File: src/rtl/exe_mem_reg_pkg.sv
// Shared constants and types for the EXE->MEM->WB register slice.
// Holds opcode defaults, writeback-select encodings and bus FSM states.
package exe_mem_reg_pkg;

    localparam logic [5:0]  DEF_OP_LW       = 6'b100011;
    localparam logic [5:0]  DEF_OP_SW       = 6'b101011;
    localparam logic [31:0] DEF_LINK_OFFSET = 32'd8;
    localparam logic [31:0] WORD_MASK       = 32'hFFFF_FFFC;

    typedef enum logic [1:0] {
        SEL_ALU  = 2'b00,
        SEL_LOAD = 2'b01,
        SEL_LINK = 2'b10,
        SEL_ALU2 = 2'b11
    } wsel_e;

    typedef enum logic [1:0] {
        ST_IDLE = 2'b00,
        ST_REQ  = 2'b01,
        ST_RESP = 2'b10,
        ST_DONE = 2'b11
    } dmem_state_e;

endpackage

File: src/rtl/exe_mem_reg_dmem_bus_fsm.sv
// Data-memory bus FSM: request registers, load buffer, stall generation.
// Ports: clk/reset, ena, EXE opcode/addr/wdata in; dmem req/resp bus; stall and load_buf out.
module dmem_bus_fsm
    import exe_mem_reg_pkg::*;
#(
    parameter logic [5:0] OP_LW = DEF_OP_LW,
    parameter logic [5:0] OP_SW = DEF_OP_SW
) (
    input  logic        clk,
    input  logic        reset,
    input  logic        ena,
    input  logic [5:0]  opcode,
    input  logic [31:0] addr,
    input  logic [31:0] wdata,
    output logic        req_valid,
    output logic        req_we,
    output logic [31:0] req_addr,
    output logic [31:0] req_wdata,
    input  logic        req_ready,
    input  logic        resp_valid,
    input  logic [31:0] resp_rdata,
    output logic        stall,
    output logic [31:0] load_buf
);

    dmem_state_e r_state;
    logic        r_req_valid;
    logic        r_req_we;
    logic [31:0] r_req_addr;
    logic [31:0] r_req_wdata;
    logic [31:0] r_load_buf;
    logic        w_is_lw;
    logic        w_is_sw;
    logic        w_memop;

    assign w_is_lw = (opcode == OP_LW);
    assign w_is_sw = (opcode == OP_SW);
    assign w_memop = w_is_lw | w_is_sw;

    // The op is already known in IDLE, so stall from that cycle on.
    assign stall = ((r_state == ST_IDLE) & w_memop)
                 | (r_state == ST_REQ)
                 | (r_state == ST_RESP);

    always_ff @(posedge clk or negedge reset) begin
        if (!reset) begin
            r_state     <= ST_IDLE;
            r_req_valid <= 1'b0;
            r_req_we    <= 1'b0;
            r_req_addr  <= 32'd0;
            r_req_wdata <= 32'd0;
            r_load_buf  <= 32'd0;
        end else begin
            unique case (r_state)
                ST_IDLE: begin
                    if (w_memop) begin
                        r_state     <= ST_REQ;
                        r_req_valid <= 1'b1;
                        r_req_we    <= w_is_sw;
                        r_req_addr  <= addr & WORD_MASK;
                        r_req_wdata <= wdata;
                    end
                end
                ST_REQ: begin
                    if (req_ready) begin
                        r_req_valid <= 1'b0;
                        r_state     <= r_req_we ? ST_DONE : ST_RESP;
                    end
                end
                ST_RESP: begin
                    if (resp_valid) begin
                        r_load_buf <= resp_rdata;
                        r_state    <= ST_DONE;
                    end
                end
                ST_DONE: begin
                    if (ena) begin
                        r_state <= ST_IDLE;
                    end
                end
                default: r_state <= ST_IDLE;
            endcase
        end
    end

    assign req_valid = r_req_valid;
    assign req_we    = r_req_we;
    assign req_addr  = r_req_addr;
    assign req_wdata = r_req_wdata;
    assign load_buf  = r_load_buf;

endmodule

File: src/rtl/exe_mem_reg.sv
// EXE/MEM/WB slice: runs lw/sw on the dmem bus, stalls, registers WB values.
// Ports: clk/reset/ena, exe_* EXE results, dmem_* bus, mem_stall_req, wb_* toward WB.
module exe_mem_reg
    import exe_mem_reg_pkg::*;
#(
    parameter logic [31:0] LINK_OFFSET = DEF_LINK_OFFSET,
    parameter logic [5:0]  OP_LW       = DEF_OP_LW,
    parameter logic [5:0]  OP_SW       = DEF_OP_SW
) (
    input  logic        clk,
    input  logic        reset,
    input  logic        ena,
    input  logic [5:0]  exe_opcode_in,
    input  logic [31:0] exe_mem_fetch_addr,
    input  logic [31:0] exe_GPR_rt_in,
    input  logic [31:0] exe_alu_result_in,
    input  logic [31:0] exe_pc_in,
    input  logic        exe_GPR_we_in,
    input  logic [4:0]  exe_GPR_waddr_in,
    input  logic [1:0]  exe_GPR_wdata_select_in,
    output logic        dmem_req_valid,
    output logic        dmem_req_we,
    output logic [31:0] dmem_req_addr,
    output logic [31:0] dmem_req_wdata,
    input  logic        dmem_req_ready,
    input  logic        dmem_resp_valid,
    input  logic [31:0] dmem_resp_rdata,
    output logic        mem_stall_req,
    output logic        wb_GPR_we,
    output logic [4:0]  wb_GPR_waddr,
    output logic [31:0] wb_GPR_wdata,
    output logic [31:0] wb_pc_out
);

    logic        w_stall;
    logic [31:0] w_load_buf;
    logic [31:0] w_wb_wdata;
    logic        w_capture;
    logic        r_wb_we;
    logic [4:0]  r_wb_waddr;
    logic [31:0] r_wb_wdata;
    logic [31:0] r_wb_pc;

    dmem_bus_fsm #(
        .OP_LW (OP_LW),
        .OP_SW (OP_SW)
    ) u_fsm (
        .clk        (clk),
        .reset      (reset),
        .ena        (ena),
        .opcode     (exe_opcode_in),
        .addr       (exe_mem_fetch_addr),
        .wdata      (exe_GPR_rt_in),
        .req_valid  (dmem_req_valid),
        .req_we     (dmem_req_we),
        .req_addr   (dmem_req_addr),
        .req_wdata  (dmem_req_wdata),
        .req_ready  (dmem_req_ready),
        .resp_valid (dmem_resp_valid),
        .resp_rdata (dmem_resp_rdata),
        .stall      (w_stall),
        .load_buf   (w_load_buf)
    );

    assign mem_stall_req = w_stall;
    assign w_capture     = ena & ~w_stall;

    always_comb begin
        w_wb_wdata = exe_alu_result_in;
        unique case (exe_GPR_wdata_select_in)
            SEL_LOAD: w_wb_wdata = w_load_buf;
            SEL_LINK: w_wb_wdata = exe_pc_in + LINK_OFFSET;
            default:  w_wb_wdata = exe_alu_result_in;
        endcase
    end

    always_ff @(posedge clk or negedge reset) begin
        if (!reset) begin
            r_wb_we    <= 1'b0;
            r_wb_waddr <= 5'd0;
            r_wb_wdata <= 32'd0;
            r_wb_pc    <= 32'd0;
        end else if (w_capture) begin
            r_wb_we    <= exe_GPR_we_in;
            r_wb_waddr <= exe_GPR_waddr_in;
            r_wb_wdata <= w_wb_wdata;
            r_wb_pc    <= exe_pc_in;
        end
    end

    assign wb_GPR_we    = r_wb_we;
    assign wb_GPR_waddr = r_wb_waddr;
    assign wb_GPR_wdata = r_wb_wdata;
    assign wb_pc_out    = r_wb_pc;

endmodule

File: config.mk
export PLATFORM = sky130hd
export DESIGN_NAME = exe_mem_reg
export DESIGN_NICKNAME = d
export VERILOG_FILES = /design/src/rtl/exe_mem_reg_pkg.sv /design/src/rtl/exe_mem_reg_dmem_bus_fsm.sv /design/src/rtl/exe_mem_reg.sv
export SDC_FILE = /design/constraint.sdc
export NUM_CORES = 1
export LEC_CHECK = 0
export ABC_AREA = 1
export CAP_MARGIN = 10
export CORE_MARGIN = 2
export CORE_UTILIZATION = 48
export CTS_CLUSTER_DIAMETER = 60
export CTS_CLUSTER_SIZE = 10
export DETAILED_ROUTE_END_ITERATION = 12
export HOLD_SLACK_MARGIN = 0.03
export PLACE_DENSITY = 0.88
export SETUP_SLACK_MARGIN = 0.5
export SYNTH_ARGS = -nofsm -noshare
export SYNTH_HDL_FRONTEND = slang
export SYNTH_SLANG_ARGS = --single-unit
File: constraint.sdc
create_clock -name clk -period 3.7 [get_ports clk]
set_input_delay 0.74 -clock clk [delete_from_list [all_inputs] [get_ports clk]]
set_output_delay 0.74 -clock clk [all_outputs]
set_load 0.01 [all_outputs]
Yosys cells after proc, flatten, opt, wreduce, memory -nomap -nowiden --
Cells that the tools add are included.
Word-level totals: flip-flop bits (word level) 168, bits in latches 0, bits in writable memories 0, bits in read-only memories 0, output and inout bits 137, logic and storage cells 44, memories 0
Operators by class: add/sub/neg operators 1, multiply operators 0, div/mod/pow operators 0, order comparisons 0, equal/unequal tests 11, shift operators 0, mux-type cells 10, bitwise logic cells 6, reductions and logical operators 6
Operators with widths (count):
- $pmux W32 S2 | 1
- $add A32 B4 Y32 const B | 1
- $eq A6 B6 Y1 const B | 2
- $mux W2 | 4
- $pmux W2 S4 | 1
- $eq A2 B2 Y1 const B | 3
- $ne A2 B2 Y1 const B | 3
- $eq A2 B1 Y1 const B | 2
- $reduce_and A2 Y1 | 2
- $reduce_and A4 Y1 | 1
- $mux W1 | 3
- $or A1 B1 Y1 | 3
- $reduce_and A3 Y1 | 1
- $and A1 B1 Y1 | 2
- $logic_not A2 Y1 | 1
- $ne A2 B1 Y1 const B | 1
- $pmux W1 S2 | 1
- $reduce_bool A2 Y1 | 1
- $not A1 Y1 | 1

Depth between registers and ports, before layout --
Gate-level depths: netlist of the first run.
depth in word-level cells 7, mapped depth 11

By module --
From an unflattened synthesis of the first run, not the netlist that was laid out.
Unflattened totals: cell total of the unflattened synthesis 976, area, all modules 7975.1 um^2
By module, submodules not included:
- exe_mem_reg | instances 1, cells an instance 597, area each 4015.1 um^2
- dmem_bus_fsm | instances 1, cells an instance 379, area each 3960.0 um^2

Worst setup path before layout of the first run --
OpenSTA, ideal clock, no wires.
path type in2out, start point input port exe_opcode_in[2], end point output port mem_stall_req, data arrival time 1.457 ns, data required time 2.960 ns, path slack 1.503 ns, stages 5, path buffers 2, path through nor3b_2 -> nand3_2 -> buf_6 -> buf_6 -> nand2_1
On the way: longest elaborated chain between the ends 5
RTL lines:
- start: declaration | line exe_mem_reg.sv:13 | input logic [5:0] exe_opcode_in,
- $eq A6 B6 Y1, on equally long branches | line exe_mem_reg_dmem_bus_fsm.sv:36, exe_mem_reg_dmem_bus_fsm.sv:37
- $or A1 B1 Y1 (*) | line exe_mem_reg_dmem_bus_fsm.sv:38 | assign w_memop = w_is_lw | w_is_sw;
- $and A1 B1 Y1 (*) | line exe_mem_reg_dmem_bus_fsm.sv:41 | assign stall = ((r_state == ST_IDLE) & w_memop)
- $or A1 B1 Y1 (*) | line exe_mem_reg_dmem_bus_fsm.sv:42 | | (r_state == ST_REQ)
- $or A1 B1 Y1 (*) | line exe_mem_reg_dmem_bus_fsm.sv:43 | | (r_state == ST_RESP);
- end: declaration | line exe_mem_reg.sv:28 | output logic mem_stall_req,
Mark *: on every way between the ends. The rest lies on a longest branch, timed or not.

Worst setup path after layout of the first run --
start point input port exe_opcode_in[5], end point output port mem_stall_req
The elaborated chain is that of the path after synthesis.

==> results by group, run 1 <==
Clocking
  • # hold bufs at CTS: 0
  • Skew-Pair Late Insertion Delay: approximately 430 ps
  • Post-CTS setup buffers: 0
  • CTS tree: yes
  • CTS sink cnt: roughly 170
  • CTS Buf Count: 17
  • Clock Path Buffers: 2
  • CTS resizes: 0
  • Clock root buffer: clkbuf_16
  • Clock-pin slew on the worst setup and hold paths: 70 ps
  • H-tree Lvls: 4

Die
  • FP Rows: 47
  • Top-level I/O count: ~320
  • Die Footprint: 17,800 um^2
  • Initial Utilization: 48.8%
  • Die Width: approximately 130 um
  • Core Area: 16,500 um^2
  • DIE HEIGHT: approximately 130 um

Pwr
  • Reg power frac: 37.4%
  • Net Sw Frac: 32.4%
  • Cell leakage power: 5.58 nW
  • Combinational power share: between 40 and 50%
  • PwrDens: about 730 nW/um^2
  • Clock power share: between 15 and 20%
  • Net switching power: between 2 and 3 mW
  • Internal: about 6 mW
  • Worst vdd ir: between 0.4 and 0.5 mV

Placed design
  • Inst Count DP: 1,346
  • Pre-CTS WS: between 700 and 800 ps
  • Routability cong.: 0.896
  • Placed cell areas: 11,300 um^2
  • Detailed placer's ending HPWL: roughly 18,000 um
  • Number of port buffers: a little over 300

Layout
  • Sequential cell area: about 4200 um^2
  • Multi-input gate area: roughly 3400 um^2
  • Filler Cells Inserted: between 1,000 and 1,500
  • Final net count: 1,331
  • Fin util: 72.2%
  • Post-route cell area: roughly 12,000 um^2
  • Layout Cells excl Fill: 1,379
  • Share of layout cells above drive strength 1: between 10 and 15%
  • Syn-to-layout area delta: 47.8%

Critical path
  • Critical path type: in2out
  • Crit Path Max Fanout: 2
  • Reg2Reg Launch Point: u_fsm.r_state[0]
  • Required @ worst endpoint: 2960 ps
  • R2R cell count: 6
  • Crit end category: output pin
  • Reg2reg end: u_fsm.req_addr[3]
  • Critical path startpoint category: primary input
  • Reg2reg setup slack: 1170 ps
  • Worst Path Arrival: around 2100 ps

Synthesis
  • Yosys warnings: 0
  • Cells after synthesis: 840
  • Synthesized area: 8040 um^2
  • Seq/Total Area, Yosys: 52.3%
  • Netlist cell types: 30
  • Synth Register Bits: 168
  • Avg Cell Area, Syn: 9.57 um^2

Routing
  • Final ANT Viol Nets: 0
  • Vias: roughly 7,000
  • Vias/cell: 5.05
  • Wire per inst: between 15 and 20 um
  • 1st-iter DRT viols: 452
  • DRT Wirelength: roughly 24,000 um
  • First-pass detailed-route iteration total: 5
  • Remaining DRCs: 0

Global routing
  • Overflow after GRT: 0
  • Largest net degree at the start of global routing: 90
  • Initial antenna violation count: 1
  • GRT Util Overall: between 20% and 30%
  • Vias in the first global route: roughly 7,000
  • First-pass GRT wire length: between 30,000 and 40,000 um

Outcome
  • Status: finished, final reports clean

STA
  • Endpoints failing hold: 0
  • Slew @ Worst Pin: between 800 and 900 ps
  • Setup Skew: 8.82 ps
  • RSZ-0062 raised after global routing: no
  • Fin crit share: between 70 and 80%
  • Max transition margin: between 40% and 50%
  • # setup viols final: 0
  • Final worst slack: around 830 ps
  • Final min period: between 2000 and 3000 ps
  • Setup TNS: 0 ps
  • Final Max Tran Viols: 0
  • Maximum operating frequency: around 350 MHz

Flow run
  • Maximum capacitance violations: 0

Worst hold path
  • Hold crit path type: in2async
-- metrics by stage --
step | hold slack (ps) | power (mW)
after floorplan | 444 | 4.91
after global placement | 462 | 6.83
after detailed placement | 465 | 6.97
after CTS | 415 | 8.74
after global routing | 452 | 9.18
final | 384 | 8.68
-- critical path, cell delays in order --
cell and delay [ps]:
clkdlybuf4s50_1 440, nor3b_2 250, nand3_4 90, nand2_1 70, clkdlybuf4s50_1 540
-- routing by layer --
metal  global-route usage (%)  vias up  wire length [um]
met5                        0        -                 0
met4                     9.63        0               631
met3                     9.28       39              2230
met2                     47.1      312             11900
met1                     32.1     3282              9440
li1                         -     3336                 -
-- cell type report --
class / count / share of cell area [%]
Antenna cell: 1 / 0.0210
Timing Repair Buffer: 323 / 27.1
Tap cell: 220 / 2.32
Clock inverter: 9 / 0.779
Clock buffer: 23 / 4.02
Inverter: 58 / 1.83
Sequential cell: 168 / 35.4
Multi-Input combinational cell: 577 / 28.6
-- cells in the mapped netlist --
| library cell | count | area [um^2] |
|---|---|---|
| nand3_2 | 2 | 20.0 |
| a21oi_1 | 36 | 180 |
| nor2_1 | 73 | 274 |
| nand3_1 | 36 | 180 |
| nand2_1 | 236 | 886 |
| mux2_2 | 43 | 484 |
| and2_0 | 1 | 6.26 |
| nand4_1 | 1 | 6.26 |
| inv_1 | 57 | 214 |
| mux2i_1 | 4 | 40.0 |
| a311oi_1 | 1 | 8.76 |
| buf_1 | 2 | 7.51 |
| o22ai_1 | 5 | 31.3 |
| buf_6 | 6 | 67.6 |
| o21ai_0 | 64 | 320 |
| conb_1 | 1 | 3.75 |
| dfrtp_1 | 168 | 4200 |
| clkbuf_1 | 11 | 41.3 |
| nand2_2 | 3 | 18.8 |
| clkinv_1 | 1 | 3.75 |
| or2_2 | 1 | 6.26 |
| ha_1 | 7 | 87.6 |
| nor2_4 | 4 | 45.0 |
| o21ai_1 | 4 | 20.0 |
| buf_4 | 10 | 75.1 |
| nor2_2 | 4 | 25.0 |
| a22oi_1 | 1 | 7.51 |
| buf_2 | 9 | 45.0 |
| nor3b_2 | 1 | 12.5 |
| mux2_4 | 48 | 721 |
-- worst max path at each step --
stage | slack, ps | depth (start not counted) | endpoint | start
finish | 830 | 5 | mem_stall_req | exe_opcode_in[5]
global route | 760 | 5 | mem_stall_req | exe_opcode_in[5]
CTS | 820 | 5 | mem_stall_req | exe_opcode_in[5]
detailed placement | 720 | 7 | wb_GPR_wdata[6] | exe_opcode_in[5]
global placement | 750 | 9 | wb_GPR_wdata[8] | exe_opcode_in[5]
floorplan | 1500 | 5 | mem_stall_req | exe_opcode_in[2]
-- kinds of logic after synthesis --
group / Yosys count / synth area share, %
and+or+nand+nor: 362 / 18.4
buffers and inverters: 96 / 5.65
other: 1 / 0.0466
AOI/OAI and AO/OA: 111 / 7.06
adders and majority gates: 7 / 1.09
muxes: 95 / 15.5
DFF: 168 / 52.3
-- layout by cell type (no fill, tap or decap), types with 17 or more instances in the layout --
master and n:
a21oi_1 36, clkbuf_16 17, clkdlybuf4s50_1 310, dfrtp_1 168
inv_1 57, mux2_2 43, mux2_4 48, nand2_1 236
nand3_1 36, nor2_1 73, o21ai_0 64
-- registers in the layout (all words and copies together) (netlist names) --
signal and flops:
wb_GPR_we 1, u_fsm.r_state 2, u_fsm.req_addr 30, wb_GPR_wdata 32, u_fsm.req_wdata 32, wb_pc_out 32, u_fsm.req_we 1, wb_GPR_waddr 5
u_fsm.req_valid 1, u_fsm.load_buf 32
-- power by group through the flow --
stage               sequential (mW)  combinational, mW  clock [mW]
floorplan                      3.49               1.41           0
global placement               3.20               3.62           0
detailed placement             3.23               3.74           0
CTS                            3.24               3.75        1.75
global route                   3.34               4.00        1.83
finish                         3.24               3.72        1.72
Power figures use the tool's default switching activity.
==> inputs of run 2 (changes only) <==
CORE_UTILIZATION = 40   (was 48)
PLACE_DENSITY = 0.78   (was 0.88)
clock period = 2.5 ns   (was 3.7 ns; I/O delays follow)
==> run 2 against run 1 <==
Net effect: combinational power increased by 52%; sequential cell count unchanged; sequential power increased by 47%; utilization decreased by 10 points; die area increased by 19%; global-route usage decreased by 5.0 points; clock power increased by 44%; first-iteration DRC count decreased by 46%.
==> results by group, run 2 (same netlist as run 1, synthesis figures left out) <==
Global routing
  • Largest net degree at the start of global routing: 87 (-3.3%)
  • Overflow after GRT: 0 (unchanged)
  • Initial antenna violation count: 1 (unchanged)
  • GRT Util Overall: 22.4% (-5.0 points)
  • Vias in the first global route: 6,978 (-0.39%)
  • First-pass GRT wire length: 37,400 um (+0.11%)

Routing
  • Vias: 6,925 (-0.63%)
  • Final ANT Viol Nets: 0 (unchanged)
  • Remaining DRCs: 0 (unchanged)
  • DRT Wirelength: 23,700 um (-2.2%)
  • 1st-iter DRT viols: 242 (-46%)
  • Vias/cell: 4.84 (-4.2%)
  • First-pass detailed-route iteration total: 5 (unchanged)
  • Wire per inst: 16.6 um (-5.7%)

Die
  • FP Rows: 51 (+8.5%)
  • Top-level I/O count: 316 (unchanged)
  • Core Area: 19,600 um^2 (+19%)
  • DIE HEIGHT: 146 um (+9.3%)
  • Die Width: 146 um (+9.3%)
  • Initial Utilization: 41.1% (-7.8 points)
  • Die Footprint: 21,300 um^2 (+19%)

STA
  • # setup viols final: 0 (unchanged)
  • RSZ-0062 raised after global routing: yes
  • Endpoints failing hold: 0 (unchanged)
  • Final Max Tran Viols: 0 (unchanged)
  • Setup Skew: 8.02 ps (-0.804 ps)
  • Setup TNS: 0 ps (unchanged)
  • Final worst slack: 539 ps (-289 ps)
  • Max transition margin: 63.3% (+17 points)
  • Hold Slack: 41.5 ps (-343 ps)
  • Slew @ Worst Pin: 550 ps (-256 ps)
  • Fin crit share: approximately 78%
  • Maximum operating frequency: just over 500 MHz
  • Final min period: 1960 ps

Critical path
  • Critical-path top delay cell: clkdlybuf4s50_1
  • Slowest Stage Delay on Critical Path: 440 ps (-100 ps)
  • Critical path type: in2out
  • Required @ worst endpoint: 2000 ps (-960 ps)
  • Crit end category: output pin
  • Crit Path Max Fanout: 2 (unchanged)
  • Top Family by Delay on Critical Path: buffers and inverters
  • Worst Path Arrival: 1460 ps (-670 ps)
  • Critical path startpoint category: primary input
  • Crit path buf inv count: 2 (unchanged)
  • CP Cell Sequence: clkdlybuf4s50_1, nor3b_4, nand3_4, nand2_2, buf_6

Clocking
  • Clock root buffer: clkbuf_16
  • CTS Buf Count: 17 (unchanged)
  • Clock-pin slew on the worst setup and hold paths: 70 ps (about the same)
  • Clock Path Buffers: 2 (unchanged)
  • # hold bufs at CTS: 0 (unchanged)
  • Skew-Pair Late Insertion Delay: 430 ps (about the same)
  • CTS tree: yes
  • H-tree Lvls: 4 (unchanged)
  • CTS sink cnt: 168 (unchanged)

Placed design
  • Inst Count DP: 1,394 (+3.6%)
  • Routability cong.: 0.885 (-1.2%)
  • Number of port buffers: 311 (unchanged)
  • Pre-CTS WS: 67.3 ps (-650 ps)
  • Detailed placer's ending HPWL: 18,000 um (-2.0%)

Layout
  • Antenna fix cells: 0 (-1)
  • Share of layout cells above drive strength 1: 14.3% (+1.5 points)
  • Most frequent cells in the layout: clkdlybuf4s50_1 (307), nand2_1 (235), dfrtp_1 (167)
  • Syn-to-layout area delta: 50.7%
  • Layout Cells excl Fill: 1,431 (+3.8%)
  • Filler Cells Inserted: 1,629 (+39%)
  • Commonest non-fill, non-tap cell in the layout: clkdlybuf4s50_1
  • Final net count: 1,340 (+0.68%)

Pwr
  • Cell leakage power: 5.66 nW (+1.5%)
  • Worst vdd ir: 0.602 mV (+23%)
  • Total power: 12.9 mW (+49%)
  • PwrDens: 1070 nW/um^2 (+46%)

Outcome
  • Status: finished, final reports clean

Worst hold path
  • Hold crit path type: in2async

Flow run
  • Maximum capacitance violations: 0 (unchanged)
[run 2: cell types whose count changed in the layout (fill, tap and decap cells not counted), sizes merged, moves of 3 or more]
cell / delta
buf: +10
clkbuf: -4
clkdlybuf4s50: -3
inv: +3
[run 2: path summary, 6_finish.rpt]
| path | cells after the start | start | end | slack (ps) |
|---|---|---|---|---|
| setup / recovery | 5 | exe_opcode_in[2] | mem_stall_req | 540 |
| hold / removal | 1 | reset | wb_pc_out[23] | 40 |
| setup reg to reg | 8 | u_fsm.r_state[0] | wb_GPR_wdata[15] | 620 |
| hold reg to reg | 2 | wb_GPR_we | wb_GPR_we | 480 |
| max in group asynchronous | 2 | reset | u_fsm.r_state[0] | 1770 |
| min in group clk | 2 | wb_GPR_we | wb_GPR_we | 480 |
[run 2: where the power goes]
group          switching, mW  internal (mW)  total [mW]
sequential             0.742           4.03        4.77
clock                   1.13           1.33        2.47
combinational           2.34           3.33        5.67
total                   4.21           8.70        12.9
[run 2: cell type report]
class / count / area, um^2 / share of cell area, %
clock buffer: 19 / 453 / 3.74
timing repair buffer: 332 / 3370 / 27.8
tap: 265 / 332 / 2.74
sequential: 168 / 4210 / 34.7
inverter: 58 / 221 / 1.83
clock inverter: 12 / 93.8 / 0.774
multi-input combinational: 577 / 3440 / 28.4
[run 2: worst register-to-register path, delay by kind of cell (launching register included)]
family                   cells  cell delay [ps]
AND/OR/NAND/NOR              2              180
AO/OA/AOI/OAI                2              320
flip-flops                   1              430
buffers and inverters        3              590
adder cells (fa/ha/maj)      1              240
[run 2: per-layer routing]
layer / vias to the layer above / wire length, um / global-route usage, %
li1: 3354 / - / -
met1: 3257 / 10000 / 28.1
met2: 283 / 11400 / 37.6
met3: 29 / 1930 / 7.46
met4: 2 / 342 / 4.90
met5: - / 11 / 0
[run 2: stage by stage]
stage | utilization [%] | cell area, um^2
floorplan | - | 8050
global placement | 58.6 | 11500
detailed placement | 58.6 | 11500
CTS | 61.7 | 12100
global route | 61.9 | 12100
finish | 61.9 | 12100
[run 2: timing repair]
action / in CTS / in global routing
setup endpoints to repair: 5 / 5
pin swaps: 2 / 3
endpoints found under the hold margin: 0 / 0
gates resized for setup: 11 / 7
buffers inserted: 5 / 1
==> inputs of run 3 (changes only) <==
CORE_UTILIZATION = 44   (was 40)
PLACE_DENSITY = 0.82   (was 0.78)
clock period = 2 ns   (was 2.5 ns; I/O delays follow)
==> run 3 against run 2 <==
Net effect: utilization increased by 15 points; critical path depth is the same; final area up 14%; global-route usage is 5.7 points higher; sequential share of layout area shrank 4.4 points; power up 43%; clock power is 46% higher; wire length is 20% higher; combinational power increased by 54%; critical path type is now reg2out; clock skew increased by 1.3 ps; clock-buffer cell count is 1 lower; sequential power increased by 28%.
==> results by group, run 3 (same netlist as run 1, synthesis figures left out) <==
Placed design
  • Detailed placer's ending HPWL: 19,000 um (+5.9%)
  • Number of port buffers: 311 (unchanged)
  • Routability cong.: 0.867 (-2.0%)
  • Placed cell areas: 11,900 um^2 (+3.3%)
  • Pre-CTS WS: -277 ps (-344 ps)
  • Inst Count DP: 1,410 (+1.1%)

STA
  • Endpoints failing hold: 0 (unchanged)
  • Setup Skew: 9.28 ps (+1.26 ps)
  • # setup viols final: 0 (unchanged)
  • Fin crit share: between 90% and 100%
  • Final Max Tran Viols: 0 (unchanged)
  • Hold Slack: 293 ps (+252 ps)
  • Final worst slack: 167 ps (-372 ps)
  • RSZ-0062 raised after global routing: yes
  • Final min period: between 1500 and 2000 ps
  • Maximum operating frequency: between 500 and 600 MHz

Routing
  • Vias/cell: 5.12 (+5.8%)
  • First-pass detailed-route iteration total: 5 (unchanged)
  • Final ANT Viol Nets: 0 (unchanged)
  • DRT Wirelength: 28,400 um (+20%)
  • 1st-iter DRT viols: 427 (+76%)
  • Remaining DRCs: 0 (unchanged)
  • Vias: 7,693 (+11%)
  • Wire per inst: 18.9 um (+14%)

Die
  • Initial Utilization: 44.8% (+3.7 points)
  • DIE HEIGHT: 139 um (-4.5%)
  • Top-level I/O count: 316 (unchanged)
  • Die Width: 139 um (-4.5%)
  • FP Rows: 49 (-3.9%)
  • Die Footprint: 19,400 um^2 (-8.8%)
  • Core Area: 18,000 um^2 (-8.3%)

Flow run
  • Maximum capacitance violations: 0 (unchanged)

Critical path
  • Critical path type: reg2out
  • Critical path startpoint category: flip-flop
  • CP Cell Sequence: inv_4, ha_4, nor2_4, nand2_4, buf_6
  • R2R cell count: 11 (+3)
  • Crit Path Max Fanout: 3 (+1)
  • Crit end category: output pin
  • Critical-path top delay cell: dfrtp_2
  • Worst setup path startpoint: u_fsm.r_state[1]
  • Slowest Stage Delay on Critical Path: 440 ps (about the same)
  • Reg2reg setup slack: 190 ps (-430 ps)
  • Required @ worst endpoint: 1600 ps (-400 ps)
  • Reg2reg end: wb_pc_out[2]
  • Worst Path Arrival: 1430 ps (-30 ps)
  • Reg2Reg Launch Point: u_fsm.r_state[1]

Clocking
  • CTS Buf Count: 17 (unchanged)
  • Clock Path Buffers: 2 (unchanged)
  • CTS tree: yes
  • Clock-pin slew on the worst setup and hold paths: 70 ps (about the same)
  • CTS sink cnt: 168 (unchanged)
  • Clock root buffer: clkbuf_16
  • H-tree Lvls: 4 (unchanged)
  • Skew-Pair Late Insertion Delay: 430 ps (about the same)

Worst hold path
  • Hold Path End: wb_pc_out[4]
  • Hold path cells: 3
  • Hold crit path type: in2reg
  • Beginning of the worst hold path: exe_pc_in[4]

Layout
  • Share of layout cells above drive strength 1: 30.4% (+16 points)
  • Layout Cells excl Fill: 1,503 (+5.0%)
  • Post-route cell area: 13,900 um^2 (+14%)
  • Most frequent cells in the layout: nand2_1 (187), clkdlybuf4s50_1 (168), dfrtp_1 (166)
  • Commonest non-fill, non-tap cell in the layout: nand2_1
  • Syn-to-layout area delta: 72.4%
  • Final net count: 1,444 (+7.8%)

Global routing
  • Largest net degree at the start of global routing: 46 (-47%)
  • First-pass GRT wire length: 42,500 um (+14%)
  • Vias in the first global route: 7,907 (+13%)
  • Overflow after GRT: 0 (unchanged)
  • Initial antenna violation count: 5 (+4)
  • GRT Util Overall: 28.1% (+5.7 points)

Pwr
  • Cell leakage power: 6.86 nW (+21%)
  • Worst vdd ir: 0.868 mV (+44%)
  • PwrDens: 1330 nW/um^2 (+25%)

Outcome
  • Status: finished, final reports clean
run 3: cell types whose count changed in the layout (fill, tap and decap cells not counted), sizes merged, moves of 2 or more:
| cell | delta |
|---|---|
| bufinv | +4 |
| buf | +99 |
| clkbuf | +31 |
| clkinvlp | -2 |
| dlymetal6s2s | +6 |
| clkinv | -3 |
| inv | +3 |
| clkdlybuf4s15 | +105 |
| clkdlybuf4s50 | -139 |
| diode | +3 |
run 3: where the power goes:
group	internal, mW	switching [mW]
Clock	2.13	1.48
Combinational	4.98	3.75
Sequential	5.05	1.07
Total	12.1	6.29
run 3: what timing repair did:
action,in CTS,in global routing
gates cloned,9,8
buffers inserted,22,18
setup endpoints to repair,271,217
hold buffers,1,0
endpoints found under the hold margin,39,0
pin swaps,13,23
resized for setup,400,175
run 3: worst max-delay path: cells and delay by family (launching register included):
kind / cells / cell delay [ps]
flip-flops: 1 / 440
AND/OR/NAND/NOR: 2 / 200
buffers and inverters: 2 / 190
adder cells (fa/ha/maj): 1 / 180
run 3: how the worst max path moves through the flow:
stage | to | slack, ps | cells past startpoint
final | mem_stall_req | 170 | 5
after global routing | wb_GPR_wdata[5] | 130 | 11
after CTS | mem_stall_req | 140 | 5
after detailed placement | u_fsm.req_wdata[17] | -280 | 7
after global placement | u_fsm.req_addr[26] | -240 | 7
after floorplan | mem_stall_req | 450 | 6
run 3: cell type report:
cell class | instances | area, um^2
fill | 1112 | 4100
multi-input combinational | 577 | 3930
timing repair buffer | 436 | 4570
clock inverter | 14 | 205
tap | 229 | 287
clock buffer | 18 | 429
sequential | 168 | 4210
antenna | 3 | 7.51
inverter | 58 | 231
run 3: metal layers:
metal  track usage, %  wire length [um]  vias up  part of all wire (%)
met5                0                12        -                 0.042
met4             11.6               888        2                   3.1
met3             8.32              2100       60                   7.4
met2             47.7             14600      338                    51
met1             33.5             10800     3711                    38
li1                 -                 -     3582                     -
run 3: metrics by stage:
| stage | setup TNS, ps | power, mW | utilization [%] |
|---|---|---|---|
| after floorplan | 0 | 9.13 | - |
| after CTS | 0 | 17.2 | 73.7 |
| after detailed placement | -15640 | 13.3 | 66.0 |
| final | 0 | 18.4 | 77.2 |
| after global placement | -12280 | 13.0 | 66.0 |
| after global routing | 0 | 19.4 | 77.2 |
